## config.mk

```make
export PLATFORM = sky130hd
export DESIGN_NAME = grad_dac_spi_mc
export DESIGN_NICKNAME = d
export VERILOG_FILES = /design/src/rtl/grad_dac_spi_mc.sv
export SDC_FILE = /design/constraint.sdc
export NUM_CORES = 1
export LEC_CHECK = 0
export CAP_MARGIN = 20
export CELL_PAD_IN_SITES_DETAIL_PLACEMENT = 1
export CELL_PAD_IN_SITES_GLOBAL_PLACEMENT = 2
export CORE_ASPECT_RATIO = 1.25
export CORE_UTILIZATION = 43
export DETAILED_ROUTE_END_ITERATION = 7
export MAX_ROUTING_LAYER = met4
export PLACE_DENSITY = 0.92
export SLEW_MARGIN = 20
export SYNTH_ARGS = -nofsm -noshare
export SYNTH_HDL_FRONTEND = slang
export SYNTH_SLANG_ARGS = --single-unit
```

## constraint.sdc

```tcl
create_clock -name clk -period 11.4 [get_ports clk]
set_input_delay 1.71 -clock clk [delete_from_list [all_inputs] [get_ports clk]]
set_output_delay 1.71 -clock clk [all_outputs]
set_load 0.01 [all_outputs]
```

## src/rtl/grad_dac_spi_mc.sv

```systemverilog
`default_nettype none
// ============================================================================
//  Module      : grad_dac_spi_mc
//  Description : Multi-channel serial DAC driver. Words are written into
//                per-channel shadow registers; a commit snapshots every shadow
//                into the transmit registers and sends one frame on a shared
//                sclk/syncn, with one sdo line per channel shifted in
//                parallel. Optional LDAC load strobe is enabled by defining
//                the macro GRAD_DAC_SPI_LDAC_EN.
//  Revision    : 1.0 - initial release
// ============================================================================
module grad_dac_spi_mc #(
    parameter int NCH  = 4,
    parameter int DW   = 24,
    parameter int DIVW = 8
) (
    input  logic            clk,
    input  logic            rst,
    input  logic [31:0]     data_i,
    input  logic            valid_i,
    input  logic [DIVW-1:0] spi_clk_div_i,
    output logic            busy_o,
    output logic            data_lost_o,
    output logic            sclk_o,
    output logic            syncn_o,
    output logic            ldacn_o,
    output logic [NCH-1:0]  sdo_o
);

    localparam int              c_BITW = $clog2(DW);
    localparam logic [c_BITW-1:0] c_LAST = c_BITW'(DW - 1);

    typedef enum logic [2:0] {
        S_IDLE  = 3'd0,
        S_SETUP = 3'd1,
        S_SHIFT = 3'd2,
        S_HOLD  = 3'd3,
        S_LOAD  = 3'd4
    } state_t;

    state_t            r_state;
    state_t            w_state_next;
    logic [DIVW-1:0]   r_div;
    logic [DIVW-1:0]   r_cnt;
    logic [c_BITW-1:0] r_bit;
    logic              r_phase;
    logic              r_pending;
    logic              r_lost;
    logic              r_busy;
    logic              r_sclk;
    logic              r_syncn;
    logic [NCH-1:0]    r_sdo;
    logic [NCH-1:0]    w_sdo;
    logic              w_commit;
    logic [2:0]        w_idx;
    logic              w_tick;
    logic              w_frame_end;
    logic              w_start;
    logic              w_restart;
    logic              w_load;
    logic              w_in_frame;
    logic              w_unused;

    assign w_commit   = valid_i & data_i[28];
    assign w_idx      = data_i[31:29];
    assign w_tick     = (r_cnt == '0);
    assign w_in_frame = (r_state == S_SETUP) || (r_state == S_SHIFT);
    assign w_unused   = ^(data_i[27:0] >> DW);

`ifdef GRAD_DAC_SPI_LDAC_EN
    assign w_frame_end = (r_state == S_LOAD) && w_tick;
`else
    assign w_frame_end = (r_state == S_HOLD) && w_tick;
`endif

    // A commit arriving on the very edge a frame ends with nothing pending
    // starts the next frame directly instead of being parked as pending.
    assign w_start   = w_commit && ((r_state == S_IDLE) || (w_frame_end && !r_pending));
    assign w_restart = w_frame_end && r_pending;
    assign w_load    = w_start || w_restart;

    // State register
    always_ff @(posedge clk or posedge rst) begin
        if (rst) r_state <= S_IDLE;
        else     r_state <= w_state_next;
    end

    // Next-state logic; every non-idle state lasts whole half-periods
    always_comb begin
        w_state_next = r_state;
        case (r_state)
            S_IDLE:  if (w_start) w_state_next = S_SETUP;
            S_SETUP: if (w_tick) w_state_next = S_SHIFT;
            S_SHIFT: if (w_tick && r_phase && (r_bit == c_LAST)) w_state_next = S_HOLD;
`ifdef GRAD_DAC_SPI_LDAC_EN
            S_HOLD:  if (w_tick) w_state_next = S_LOAD;
            S_LOAD:  if (w_tick) w_state_next = w_load ? S_SETUP : S_IDLE;
`else
            S_HOLD:  if (w_tick) w_state_next = w_load ? S_SETUP : S_IDLE;
`endif
            default: w_state_next = S_IDLE;
        endcase
    end

    // Half-period counter; the divider is latched only when a frame starts
    always_ff @(posedge clk or posedge rst) begin
        if (rst) begin
            r_div <= '0;
            r_cnt <= '0;
        end else if (w_load) begin
            r_div <= spi_clk_div_i;
            r_cnt <= spi_clk_div_i;
        end else if (w_tick) begin
            r_cnt <= r_div;
        end else begin
            r_cnt <= r_cnt - 1'b1;
        end
    end

    // SCLK phase (0 = low half) and bit index within SHIFT
    always_ff @(posedge clk or posedge rst) begin
        if (rst) begin
            r_phase <= 1'b0;
            r_bit   <= '0;
        end else if (w_load) begin
            r_phase <= 1'b0;
            r_bit   <= '0;
        end else if ((r_state == S_SHIFT) && w_tick) begin
            r_phase <= ~r_phase;
            if (r_phase) r_bit <= r_bit + 1'b1;
        end
    end

    // Pending commit and sticky overrun flag
    always_ff @(posedge clk or posedge rst) begin
        if (rst) begin
            r_pending <= 1'b0;
            r_lost    <= 1'b0;
        end else if (w_restart) begin
            r_pending <= w_commit;
        end else if (w_commit && !w_start) begin
            if (r_pending) r_lost    <= 1'b1;
            else           r_pending <= 1'b1;
        end
    end

    // Busy covers the commit edge through the final return to IDLE
    always_ff @(posedge clk or posedge rst) begin
        if (rst) r_busy <= 1'b0;
        else     r_busy <= (w_state_next != S_IDLE);
    end

    for (genvar i = 0; i < NCH; i++) begin : g_ch
        logic [DW-1:0] r_shadow;
        logic [DW-1:0] r_tx;
        logic [DW-1:0] w_shadow_next;

        // Out-of-range channel indices never match, so their payload is dropped
        always_comb begin
            w_shadow_next = r_shadow;
            if (valid_i && (w_idx == 3'(i))) w_shadow_next = data_i[DW-1:0];
        end

        // Shadow register write
        always_ff @(posedge clk or posedge rst) begin
            if (rst) r_shadow <= '0;
            else     r_shadow <= w_shadow_next;
        end

        // Transmit register: snapshot on frame start, shift on each SCLK rise
        always_ff @(posedge clk or posedge rst) begin
            if (rst)
                r_tx <= '0;
            else if (w_load)
                r_tx <= w_shadow_next;
            else if ((r_state == S_SHIFT) && w_tick && !r_phase)
                r_tx <= {r_tx[DW-2:0], 1'b0};
        end

        assign w_sdo[i] = r_tx[DW-1];
    end

    // Registered pin drivers, one cycle behind the state
    always_ff @(posedge clk or posedge rst) begin
        if (rst) begin
            r_sclk  <= 1'b1;
            r_syncn <= 1'b1;
            r_sdo   <= '0;
        end else begin
            r_sclk  <= (r_state == S_SHIFT) ? r_phase : 1'b1;
            r_syncn <= ~w_in_frame;
            r_sdo   <= w_in_frame ? w_sdo : '0;
        end
    end

`ifdef GRAD_DAC_SPI_LDAC_EN
    logic r_ldacn;

    // Load strobe low for the whole LOAD state
    always_ff @(posedge clk or posedge rst) begin
        if (rst) r_ldacn <= 1'b1;
        else     r_ldacn <= (r_state != S_LOAD);
    end

    assign ldacn_o = r_ldacn;
`else
    assign ldacn_o = 1'b0;
`endif

    assign busy_o      = r_busy;
    assign data_lost_o = r_lost;
    assign sclk_o      = r_sclk;
    assign syncn_o     = r_syncn;
    assign sdo_o       = r_sdo;

endmodule
`default_nettype wire

```

=== Word level (Yosys, flattened, before mapping) ===
Index checks and enable logic that the tools add are counted.

* Register bits after elaboration: 226
* Logic and storage cells: 90

* Add/subtract/negate cells: 2
* Equal/unequal tests: 7
* Multiplexer cells: 29
* Bitwise operators: 4
* Reductions and logical operators: 29

{| class="wikitable"
|+ Operator list
! cell !! count
|-
| 24-bit 2-to-1 mux || 12
|-
| 8-bit 2-to-1 mux || 2
|-
| 5-bit 2-to-1 mux || 3
|-
| 1-bit logical AND || 13
|-
| 3-bit by 2-bit equality test with 1-bit output (second input constant) || 4
|-
| 3-bit 2-to-1 mux || 4
|-
| 3-bit case mux with 4 select lines || 1
|-
| 8-bit logical NOT || 1
|-
| 2-bit nonzero test || 4
|-
| 8-bit by 1-bit subtractor with 8-bit output (second input constant) || 1
|-
| 3-bit by 1-bit equality test with 1-bit output (second input constant) || 2
|-
| 3-bit logical NOT || 2
|-
| 1-bit 2-to-1 mux || 6
|-
| 5-bit by 1-bit adder with 5-bit output (second input constant) || 1
|-
| 5-bit equality test (second input constant) || 1
|-
| 4-bit 2-to-1 mux || 1
|-
| 1-bit logical NOT || 3
|-
| 1-bit logical OR || 3
|-
| 1-bit inverter || 3
|-
| 3-bit AND reduction || 1
|-
| 3-bit nonzero test || 1
|-
| 2-bit AND reduction || 1
|-
| 1-bit AND || 1
|}

=== Logic depth before layout (Yosys ltp) ===
Gate-level depths: netlist of run 1.

* Depth after elaboration: 10
* Gate-level depth with buffers: 9
* Mapped depth without buffers: 6

=== Worst setup path after synthesis of run 1 ===
No wires, ideal clock.

* Path type: input-to-reg
* Start: input port data_i[29]
* End: register g_ch[0].r_tx[5]
* Library setup time: 0.130 ns
* Data arrival time: 3.125 ns
* Path slack: 8.145 ns
* Cell stages on the path: 5
* Buffers on the path: 1
* Path through: nor4b_2 clkbuf_1 mux2_2 nor3_1 a31oi_1

* Cells in the longest elaborated chain, start to end: 4

{| class="wikitable"
|+ Ends and longest elaborated chain
! what !! line !! source
|-
| start, declared || 19 || <nowiki>input logic [31:0] data_i,</nowiki>
|-
| 3-bit logical NOT || 161 || <nowiki>if (valid_i && (w_idx == 3'(i))) w_shadow_next = data_i[DW-1:0];</nowiki>
|-
| 1-bit logical AND || 161 ||
|-
| 24-bit 2-to-1 mux || 161 ||
|-
| net g_ch[0].w_shadow_next[5] || 156 || <nowiki>logic [DW-1:0] w_shadow_next;</nowiki>
|-
| 24-bit 2-to-1 mux || 174 || <nowiki>else if (w_load)</nowiki>
|-
| end signal, assigned || 175 || <nowiki>r_tx <= w_shadow_next;</nowiki>
|-
| end signal, assigned || 177 || <nowiki>r_tx <= {r_tx[DW-2:0], 1'b0};</nowiki>
|-
| end, declared || 155 || <nowiki>logic [DW-1:0] r_tx;</nowiki>
|}

The timed path passes the listed nets, and every way through them passes these cells.
A chain may end at the register's enable or synchronous reset.

=== Final worst setup path of run 1 ===
* Start: input port valid_i
* End: register g_ch[3].r_tx[0]

* Cells in the longest elaborated chain, start to end: 4
* Elaborated cells between the ends (all ways): 7
* Classes of those cells: mux: 2; bitwise: 1; reduce/logical: 4

{| class="wikitable"
|+ Ends and longest elaborated chain
! what !! line !! source
|-
| start, declared || 20 || <nowiki>input logic valid_i,</nowiki>
|-
| 1-bit AND || 64 || <nowiki>assign w_commit = valid_i & data_i[28];</nowiki>
|-
| 1-bit logical AND || 78 || <nowiki>assign w_start = w_commit && ((r_state == S_IDLE) || (w_frame_end && !r_pending));</nowiki>
|-
| 1-bit logical OR || 80 || <nowiki>assign w_load = w_start || w_restart;</nowiki>
|-
| 24-bit 2-to-1 mux / 2-bit nonzero test (equally long branches) || - ||
|-
| end signal, assigned || 175 ||
|-
| end signal, assigned || 177 ||
|-
| end, declared || 155 ||
|}

Parallel ways exist; a longest one is shown, timed or not.

==> flow_summary.json, run 1 <==
{
  "worstSetupPathType": "input port to register",
  "antenna_found_initial": 0,
  "fp.dieH_microns": 170,
  "die_width_microns": 137,
  "place.gp.congestion": 0.788,
  "synth_async_sr_flop_share": 1.00,
  "tritoncts": "yes",
  "core_sq_um": 22300,
  "switching_share": 0.268,
  "synth_area_sq_um": 9760,
  "synthToLayoutAreaGrowth_pct": 15.0,
  "worst_slew_pin_slew_ns": 1.10,
  "vias": 6871,
  "cp.arrival_ns": 4.20,
  "combPwrFrac": 0.170,
  "stdcell_count": 1206,
  "dp_hpwl_mm": 13.1,
  "synthCells": 887,
  "dp.cells": 1163,
  "rsz0062_at_grt": "no",
  "finClkSkew_ns": 0.0153,
  "io_pins": 52,
  "synth_top_area_frac": 0.575,
  "period_needed_ns": 3.82,
  "track_usage": 0.222,
  "postCtsSetupRepairBufs": 0,
  "rows": 61,
  "syn_avg_cell_area_sq_um": 11.0,
  "insertion_delay_ns": 0.52,
  "seq_area_frac_synth": 0.580,
  "critPathCaptureType": "register",
  "tns_ns": 0,
  "power.internal_w": 0.00167,
  "ys.flop_type": "dfrtp_1",
  "grt_max_degree": 97,
  "yosysWarnings": 0,
  "synth-edff-count": 0,
  "synth_top_area_cell": "dfrtp_1",
  "leakagePower_nw": 4.73,
  "maxCapViolations": 0,
  "initial_core_util": 0.438,
  "drive_above_1_share": 0.180,
  "synth.top_cells.by_area": "dfrtp_1, mux2_2, nand2_1",
  "fin_area_sq_um": 11200,
  "yosysMostFrequentCell": "dfrtp_1",
  "ir_drop_v": 0.000128,
  "reg2regPathDepth": 7,
  "slew_headroom": 0.264,
  "p_clk_frac": 0.345,
  "cts_buffers": 24,
  "drc": 0,
  "crit_fanout": 66,
  "cts_sinks": 226,
  "status": "complete, no violations",
  "path_clk_slew_ns": 0.06,
  "fmax_ghz": 0.262,
  "p_seq_frac": 0.485,
  "ys_seq_elements": 226,
  "setup_slack_ns": 7.58,
  "drt_iter0_markers": 435,
  "clockBufferDepth": 3,
  "grt_pass1_wl_mm": 39.8,
  "p_switching_w": 0.000611,
  "drt-wirelength-per-cell_microns": 19.6,
  "post-route-period-util": 0.335,
  "cts_resized": 0,
  "gr-total-overflow": 0,
  "slew_viol_final": 0,
  "synthDistinctLibCells": 53,
  "worstPathRequired_ns": 11.78,
  "cts_hold_buf": 0,
  "via_per_inst": 5.70,
  "postPlaceCellArea_sq_um": 10400,
  "dp_slack_ns": 7.07,
  "nNetsFinal": 952,
  "hold_depth": 1,
  "setup_viol": 0,
  "hold_viol": 0,
  "hold_class": "register to register",
  "crit_path_start_kind": "input port",
  "synthTopCellsByCount": "dfrtp_1, nand2_1, mux2_2",
  "root_buffer": "clkbuf_16",
  "grt_pass1_vias": 7599,
  "io_buffer_count": 46,
  "drt-total-wl_mm": 23.7,
  "fp.dieArea_sq_um": 23300,
  "antennaDiodeCount": 0,
  "ctsHtreeMaxLevel": 1,
  "ant_nets": 0,
  "power.density_nw_per_um2": 203,
  "firstDrtPassIters": 4
}
## worst paths after layout
| path | from | endpoint | slack (ns) |
|---|---|---|---|
| max in group asynchronous | rst | g_ch[1].r_tx[11] | 8.33 |
| max | valid_i | g_ch[3].r_tx[0] | 7.58 |
| min in group asynchronous | rst | sdo_o[2] | 1.67 |
| min | data_lost_o | data_lost_o | 0.49 |
| max reg2reg | r_cnt[0] | g_ch[3].r_tx[0] | 8.22 |
| min reg2reg | data_lost_o | data_lost_o | 0.49 |
## flip-flops by register name (all words and copies together), names as in the netlist
register / count
syncn_o: 1
r_div: 8
r_phase: 1
g_ch.r_tx: 96
sdo_o: 4
r_pending: 1
r_state: 3
sclk_o: 1
g_ch.r_shadow: 96
data_lost_o: 1
r_bit: 5
r_cnt: 8
busy_o: 1
## area by class of cell
type	instances	area [sq um]
inverter	9	41.3
tap	283	354
clock buffer	39	708
timing repair buffer	62	581
multi-input combinational	583	3800
clock inverter	4	81.3
sequential	226	5660
fill	2387	11100
## metrics by stage
step / util / total power [W] / hold slack [ns]
after floorplan: - / 0.00139 / 0.454
after global placement: 0.468 / 0.00148 / 0.450
after detailed placement: 0.468 / 0.00150 / 0.463
after CTS: 0.503 / 0.00230 / 0.484
after global routing: 0.503 / 0.00240 / 0.508
final: 0.503 / 0.00228 / 0.487
## cells by family (layout without fill, tap and decap cells)
family                     count (synthesis)  in the layout  share of synthesized area
DFF                                      226            226                      0.580
xor gates and xnor gates                   8              8                    0.00718
and+or+nand+nor                          327            327                      0.152
muxes                                    110            110                      0.127
other                                      1              2                   0.000384
buffers and inverters                     79            114                     0.0395
adders and majority gates                  3              3                    0.00385
AOI/OAI and AO/OA                        133            133                     0.0908
## power groups by stage
stage	clock network (W)	registers [W]	logic, W
3_3_place_gp	0	0.00111	0.000368
4_1_cts	0.000800	0.00111	0.000395
2_1_floorplan	0	0.00109	0.000299
3_5_place_dp	0	0.00112	0.000386
5_1_grt	0.000830	0.00113	0.000438
6_report	0.000786	0.00111	0.000388
## worst max-delay path, stage by stage
cell,delay (ns)
clkdlybuf4s50_1,0.50
nand2_1,0.23
nand2b_1,0.25
nand2_4,0.40
buf_4,0.70
mux2_1,0.39
## layer usage
| metal | global-route usage | share of wire |
|---|---|---|
| met1 | 0.278 | 0.44 |
| met2 | 0.379 | 0.51 |
| met3 | 0.0250 | 0.025 |
| met4 | 0.0585 | 0.020 |
| met5 | - | 0 |
## placed cells by master, fill, tap and decap left out, types with 5 or more instances in the layout
cell type        count
nand2_1            181
nor2_1              12
a21oi_1              8
buf_4               16
inv_1                8
and2_1               5
clkdlybuf4s50_1     46
nand3_1             12
mux2_1               5
xor2_1               5
o21ai_0             15
o211a_1              5
mux2_2             103
clkbuf_1            11
a221o_1              5
nor3_1              89
clkbuf_16           25
dfrtp_1            224
a31oi_1             85
Power figures use the tool's default switching activity.
==> run 2, diff against run 1 <==
--- a/config.mk
+++ b/config.mk
@@ -9,10 +9,10 @@
 export CELL_PAD_IN_SITES_DETAIL_PLACEMENT = 1
 export CELL_PAD_IN_SITES_GLOBAL_PLACEMENT = 2
 export CORE_ASPECT_RATIO = 1.25
-export CORE_UTILIZATION = 43
+export CORE_UTILIZATION = 36
 export DETAILED_ROUTE_END_ITERATION = 7
 export MAX_ROUTING_LAYER = met4
-export PLACE_DENSITY = 0.92
+export PLACE_DENSITY = 0.83
 export SLEW_MARGIN = 20
 export SYNTH_ARGS = -nofsm -noshare
 export SYNTH_HDL_FRONTEND = slang
==> constraint.sdc (replaced) <==
create_clock -name clk -period 3.46 [get_ports clk]
set_input_delay 0.519 -clock clk [delete_from_list [all_inputs] [get_ports clk]]
set_output_delay 0.519 -clock clk [all_outputs]
set_load 0.01 [all_outputs]
==> run 2 against run 1 <==
Effect of this change: non-clock buffer count is 6 higher; cell area up 2.9%; setup slack worse by 6.9 ns; core utilization down 7.2 points; cell count is 5.9% higher; total power rose to 3.4 times the previous value; sequential share of layout area decreased by 1.4 points; count of clock-buffer cells in the layout is 1 higher; sequential power grew to 3.3 times the previous value; clock power increased to 3.5 times the previous value.
==> flow_summary.json, run 2 (synthesis results as in run 1) <==
{
  "reg_top3": "g_ch.r_shadow x96, g_ch.r_tx x96",
  "status": "complete, no violations",
  "slew_viol_final": 0,
  "fmax_ghz": 0.354,
  "cp_top_family": "simple AND/OR/NAND/NOR gates",
  "nNetsFinal": 959,
  "die_width_microns": 149,
  "initial_core_util": 0.365,
  "fill_cells": 2893,
  "slew_headroom": 0.584,
  "tritoncts": "yes",
  "fin_area_sq_um": 11500,
  "rsz0062_at_grt": "no",
  "dp_hpwl_mm": 14.7,
  "place.gp.congestion": 0.754,
  "final_common_cell": "dfrtp_1",
  "drt-total-wl_mm": 25.1,
  "postPlaceCellArea_sq_um": 10700,
  "insertion_delay_ns": 0.52,
  "crit_fanout": 57,
  "grt_max_degree": 93,
  "ir_drop_v": 0.000304,
  "power_w": 0.00772,
  "cts_hold_buf": 0,
  "setup_viol": 0,
  "cts_sinks": 226,
  "fp.dieH_microns": 186,
  "p_seq_frac": 0.473,
  "grt_pass1_wl_mm": 41.5,
  "maxCapViolations": 0,
  "synthToLayoutAreaGrowth_pct": 18.4,
  "reg2reg_slack_ns": 0.64,
  "fp.dieArea_sq_um": 27800,
  "vias": 6958,
  "grt_pass1_vias": 7395,
  "rows": 67,
  "reg2reg_from": "r_cnt[0]",
  "slowest_delay_ns": 0.80,
  "slowest_stage": "or3_2",
  "worst_slew_pin_slew_ns": 0.624,
  "clockBufferDepth": 3,
  "critPathCaptureType": "register",
  "hold_class": "input port to async pin",
  "power.internal_w": 0.00566,
  "worstPathRequired_ns": 3.84,
  "firstDrtPassIters": 4,
  "track_usage": 0.194,
  "final_cell_mix": "dfrtp_1, nand2_1, mux2_2",
  "switching_share": 0.267,
  "gr-total-overflow": 0,
  "antennaDiodeCount": 0,
  "critPathLaunch": "r_cnt[0]",
  "drt-wirelength-per-cell_microns": 19.7,
  "fin_util": 0.432,
  "cts_resized": 0,
  "drc": 0,
  "finClkSkew_ns": 0.0130,
  "hold-worst-slack_ns": 0.318,
  "leakagePower_nw": 4.85,
  "drt_iter0_markers": 407,
  "p_clk_frac": 0.360,
  "power.density_nw_per_um2": 669,
  "ctsHtreeMaxLevel": 1,
  "via_per_inst": 5.45,
  "core_sq_um": 26700,
  "cp.arrival_ns": 3.20,
  "root_buffer": "clkbuf_16",
  "period_needed_ns": 2.82,
  "post-route-period-util": 0.816,
  "io_pins": 52,
  "drive_above_1_share": 0.194,
  "cts_buffers": 25,
  "path_buf_inv": 2,
  "path_clk_slew_ns": 0.06,
  "io_buffer_count": 46,
  "combPwrFrac": 0.167,
  "worstSetupPathType": "register to register",
  "crit_path_start_kind": "register",
  "postCtsSetupRepairBufs": 0,
  "ant_nets": 0,
  "hold_viol": 0,
  "antenna_found_initial": 0,
  "cp_cell_sequence": "inv_1, ha_1, or3b_2, or3_2, buf_12, nand2_1, a31oi_1",
  "p_switching_w": 0.00206
}
==> run 2: cell types whose count changed in the layout (fill, tap and decap cells not counted) <==
cell	delta
clkbuf_8	+7
or3_4	-1
clkinv_8	-1
or3_2	+1
inv_6	+1
clkbuf_1	-6
clkinvlp_4	+2
buf_4	-4
buf_12	+10
==> run 2: final timing paths <==
path,endpoint,cells past startpoint
max,g_ch[0].r_tx[12],7
min in group clk,data_lost_o,1
max in group asynchronous,g_ch[3].r_tx[3],3
min reg2reg,data_lost_o,1
max reg2reg,g_ch[0].r_tx[12],7
min,g_ch[3].r_tx[23],2
==> run 2: per-layer routing <==
metal | GRT usage | part of all wire | vias up
met3 | 0.0235 | 0.030 | 28
met1 | 0.255 | 0.46 | 3643
met4 | 0.0453 | 0.014 | 0
met2 | 0.321 | 0.49 | 100
li1 | - | - | 3187
met5 | - | 0 | -
==> run 2: power groups by stage <==
stage / clock [W] / combinational, W / sequential [W]
after floorplan: 0 / 0.000987 / 0.00358
after global placement: 0 / 0.00124 / 0.00366
after detailed placement: 0 / 0.00129 / 0.00369
after CTS: 0.00284 / 0.00131 / 0.00366
after global routing: 0.00295 / 0.00146 / 0.00374
final: 0.00278 / 0.00129 / 0.00365
==> run 2: worst reg2reg max path, cell delays in order, from the launching register on <==
cell and delay, ns:
dfrtp_1 0.44, inv_1 0.10, ha_1 0.20, or3b_2 0.56, or3_2 0.80, buf_12 0.34
nand2_1 0.13, a31oi_1 0.11
==> run 2: area by class of cell <==
type                    instances  area [sq um]  area share
well taps                     345           432      0.0374
clock buffers                  40           782      0.0677
clock inverters                 6          92.6     0.00802
repair buffers                 68           751      0.0650
flip-flops and latches        226          5660       0.490
inverters                       9          37.5     0.00325
multi-input cells             583          3790       0.329
==> run 2: metrics by stage <==
stage | cells | setup WS [ns] | TNS, ns
floorplan | 888 | -0.00937 | -2.10
global placement | 1231 | 0.692 | 0
global route | 1277 | 0.487 | 0
finish | 1277 | 0.638 | 0
CTS | 1277 | 0.605 | 0
detailed placement | 1231 | 0.634 | 0
==> run 3, diff against run 2 <==
==> constraint.sdc (replaced) <==
create_clock -name clk -period 2.3 [get_ports clk]
set_input_delay 0.345 -clock clk [delete_from_list [all_inputs] [get_ports clk]]
set_output_delay 0.345 -clock clk [all_outputs]
set_load 0.01 [all_outputs]
==> run 3 against run 2 <==
Effect of this change: setup slack got worse by 0.59 ns; cell area is 9.4% higher; combinational power rose by 100%; cell count increased by 5.4%; sequential share of layout area down 4.2 points; non-clock buffer count rose by 70; die area is the same; sequential power rose by 50%; total power rose by 55%; via count rose by 5.7%; critical path type unchanged; largest cell class unchanged.
==> flow_summary.json, run 3 (synthesis results as in run 1) <==
{
  "reg2reg_slack_ns": 0.05,
  "cp.arrival_ns": 2.69,
  "nNetsFinal": 1029,
  "drt-total-wl_mm": 29.2,
  "final_common_cell": "dfrtp_1",
  "fp.dieH_microns": 186,
  "post-route-period-util": 0.980,
  "via_per_inst": 5.46,
  "leakagePower_nw": 5.33,
  "cts_hold_buf": 0,
  "ir_drop_v": 0.000491,
  "antenna_found_initial": 0,
  "drc": 0,
  "worstPathRequired_ns": 2.74,
  "firstDrtPassIters": 4,
  "gr-total-overflow": 0,
  "fill_cells": 2842,
  "critPathCaptureType": "register",
  "slew_viol_final": 0,
  "reg_top3": "g_ch.r_shadow x96, g_ch.r_tx x96",
  "cts_sinks": 226,
  "worst_slew_pin_slew_ns": 0.589,
  "crit_path_start_kind": "register",
  "drive_above_1_share": 0.294,
  "core_sq_um": 26700,
  "fp.dieArea_sq_um": 27800,
  "track_usage": 0.215,
  "cts_buffers": 25,
  "cp_cell_sequence": "inv_2, ha_4, or3b_4, buf_6, o32ai_4, nand2_4, buf_12, buf_16, a31oi_1",
  "synthToLayoutAreaGrowth_pct": 29.5,
  "finClkSkew_ns": 0.0140,
  "die_width_microns": 149,
  "maxCapViolations": 0,
  "antennaDiodeCount": 0,
  "power.density_nw_per_um2": 947,
  "drt_iter0_markers": 347,
  "dp_slack_ns": -0.169,
  "clockBufferDepth": 3,
  "cp_top_family": "buffers and inverters",
  "status": "complete, no violations",
  "final_cell_mix": "dfrtp_1, nand2_1, mux2_2",
  "multi_input_area_sq_um": 4150,
  "hold_viol": 0,
  "rows": 67,
  "drt-wirelength-per-cell_microns": 21.7,
  "crit_fanout": 21,
  "dp.cells": 1284,
  "worstReg2RegEnd": "g_ch[3].r_tx[17]",
  "grt_pass1_wl_mm": 45.0,
  "worstSetupPathType": "register to register",
  "io_pins": 52,
  "insertion_delay_ns": 0.52,
  "path_clk_slew_ns": 0.06,
  "ctsHtreeMaxLevel": 1,
  "period_needed_ns": 2.25,
  "reg2reg_from": "r_cnt[0]",
  "power_w": 0.0120,
  "tritoncts": "yes",
  "hold_class": "input port to async pin",
  "initial_core_util": 0.365,
  "reg2regPathDepth": 9,
  "vias": 7355,
  "setup_viol": 0,
  "grt_pass1_vias": 7976,
  "root_buffer": "clkbuf_16",
  "ant_nets": 0,
  "regArea_sq_um": 5660,
  "slowest_stage": "or3b_4",
  "stdcell_count": 1346,
  "setup_slack_ns": 0.0466,
  "grt_max_degree": 67,
  "slew_headroom": 0.606,
  "io_buffer_count": 46,
  "path_buf_inv": 4,
  "place.gp.congestion": 0.820,
  "fmax_ghz": 0.444,
  "dp_hpwl_mm": 16.6,
  "slowest_delay_ns": 0.40
}
[run 3: cell types whose count changed in the layout (fill, tap and decap cells not counted), sizes merged]
cell	delta
clkinvlp	-1
bufinv	-1
clkbuf	-2
buf	+65
bufbuf	+1
clkinv	+7
[run 3: how the worst max path moves through the flow]
| stage | start | to | slack (ns) | cells past startpoint |
|---|---|---|---|---|
| 2_1_floorplan | rst | busy_o | -1.0 | 1 |
| 3_3_place_gp | data_i[30] | g_ch[1].r_tx[22] | -0.12 | 6 |
| 3_5_place_dp | data_i[30] | g_ch[1].r_tx[22] | -0.17 | 6 |
| 4_1_cts | r_cnt[1] | r_cnt[1] | 0.01 | 8 |
| 5_1_grt | r_cnt[0] | g_ch[2].r_tx[13] | -0.01 | 9 |
| 6_report | r_cnt[0] | g_ch[3].r_tx[17] | 0.05 | 9 |
[run 3: metal layers]
layer	global-route usage	wire length (microns)	up-vias
met2	0.366	15000	133
met3	0.0272	890	34
li1	-	-	3323
met5	-	0	-
met1	0.272	12800	3865
met4	0.0498	488	0
[run 3: cell type report]
class	instances	share of cell area
flip-flops and latches	226	0.448
multi-input cells	583	0.329
repair buffers	138	0.124
clock buffers	34	0.0554
well taps	345	0.0342
clock inverters	11	0.00693
inverters	9	0.00297
[run 3: stage by stage]
| stage | util | instance area, sq um | hold slack (ns) | TNS, ns |
|---|---|---|---|---|
| 6_report | 0.472 | 12600 | 0.255 | 0 |
| 5_1_grt | 0.472 | 12600 | 0.282 | -0.0292 |
| 4_1_cts | 0.454 | 12100 | 0.275 | 0 |
| 3_5_place_dp | 0.420 | 11200 | 0.464 | -7.19 |
| 3_3_place_gp | 0.420 | 11200 | 0.466 | -3.28 |
| 2_1_floorplan | - | 9760 | 0.454 | -223.42 |
[run 3: what timing repair did]
action | in CTS | in global routing
gates resized for setup | 10 | 48
pin swaps | 3 | 2
setup buffers | 5 | 4
endpoints found under the setup margin | 105 | 101
gates cloned | 1 | 7
[run 3: power breakdown]
part           total [W]  internal, W  switching [W]  leakage [nW]
clock network    0.00387      0.00224        0.00163         0.397
registers        0.00547      0.00498       0.000483          2.66
logic            0.00262      0.00137        0.00126          2.27
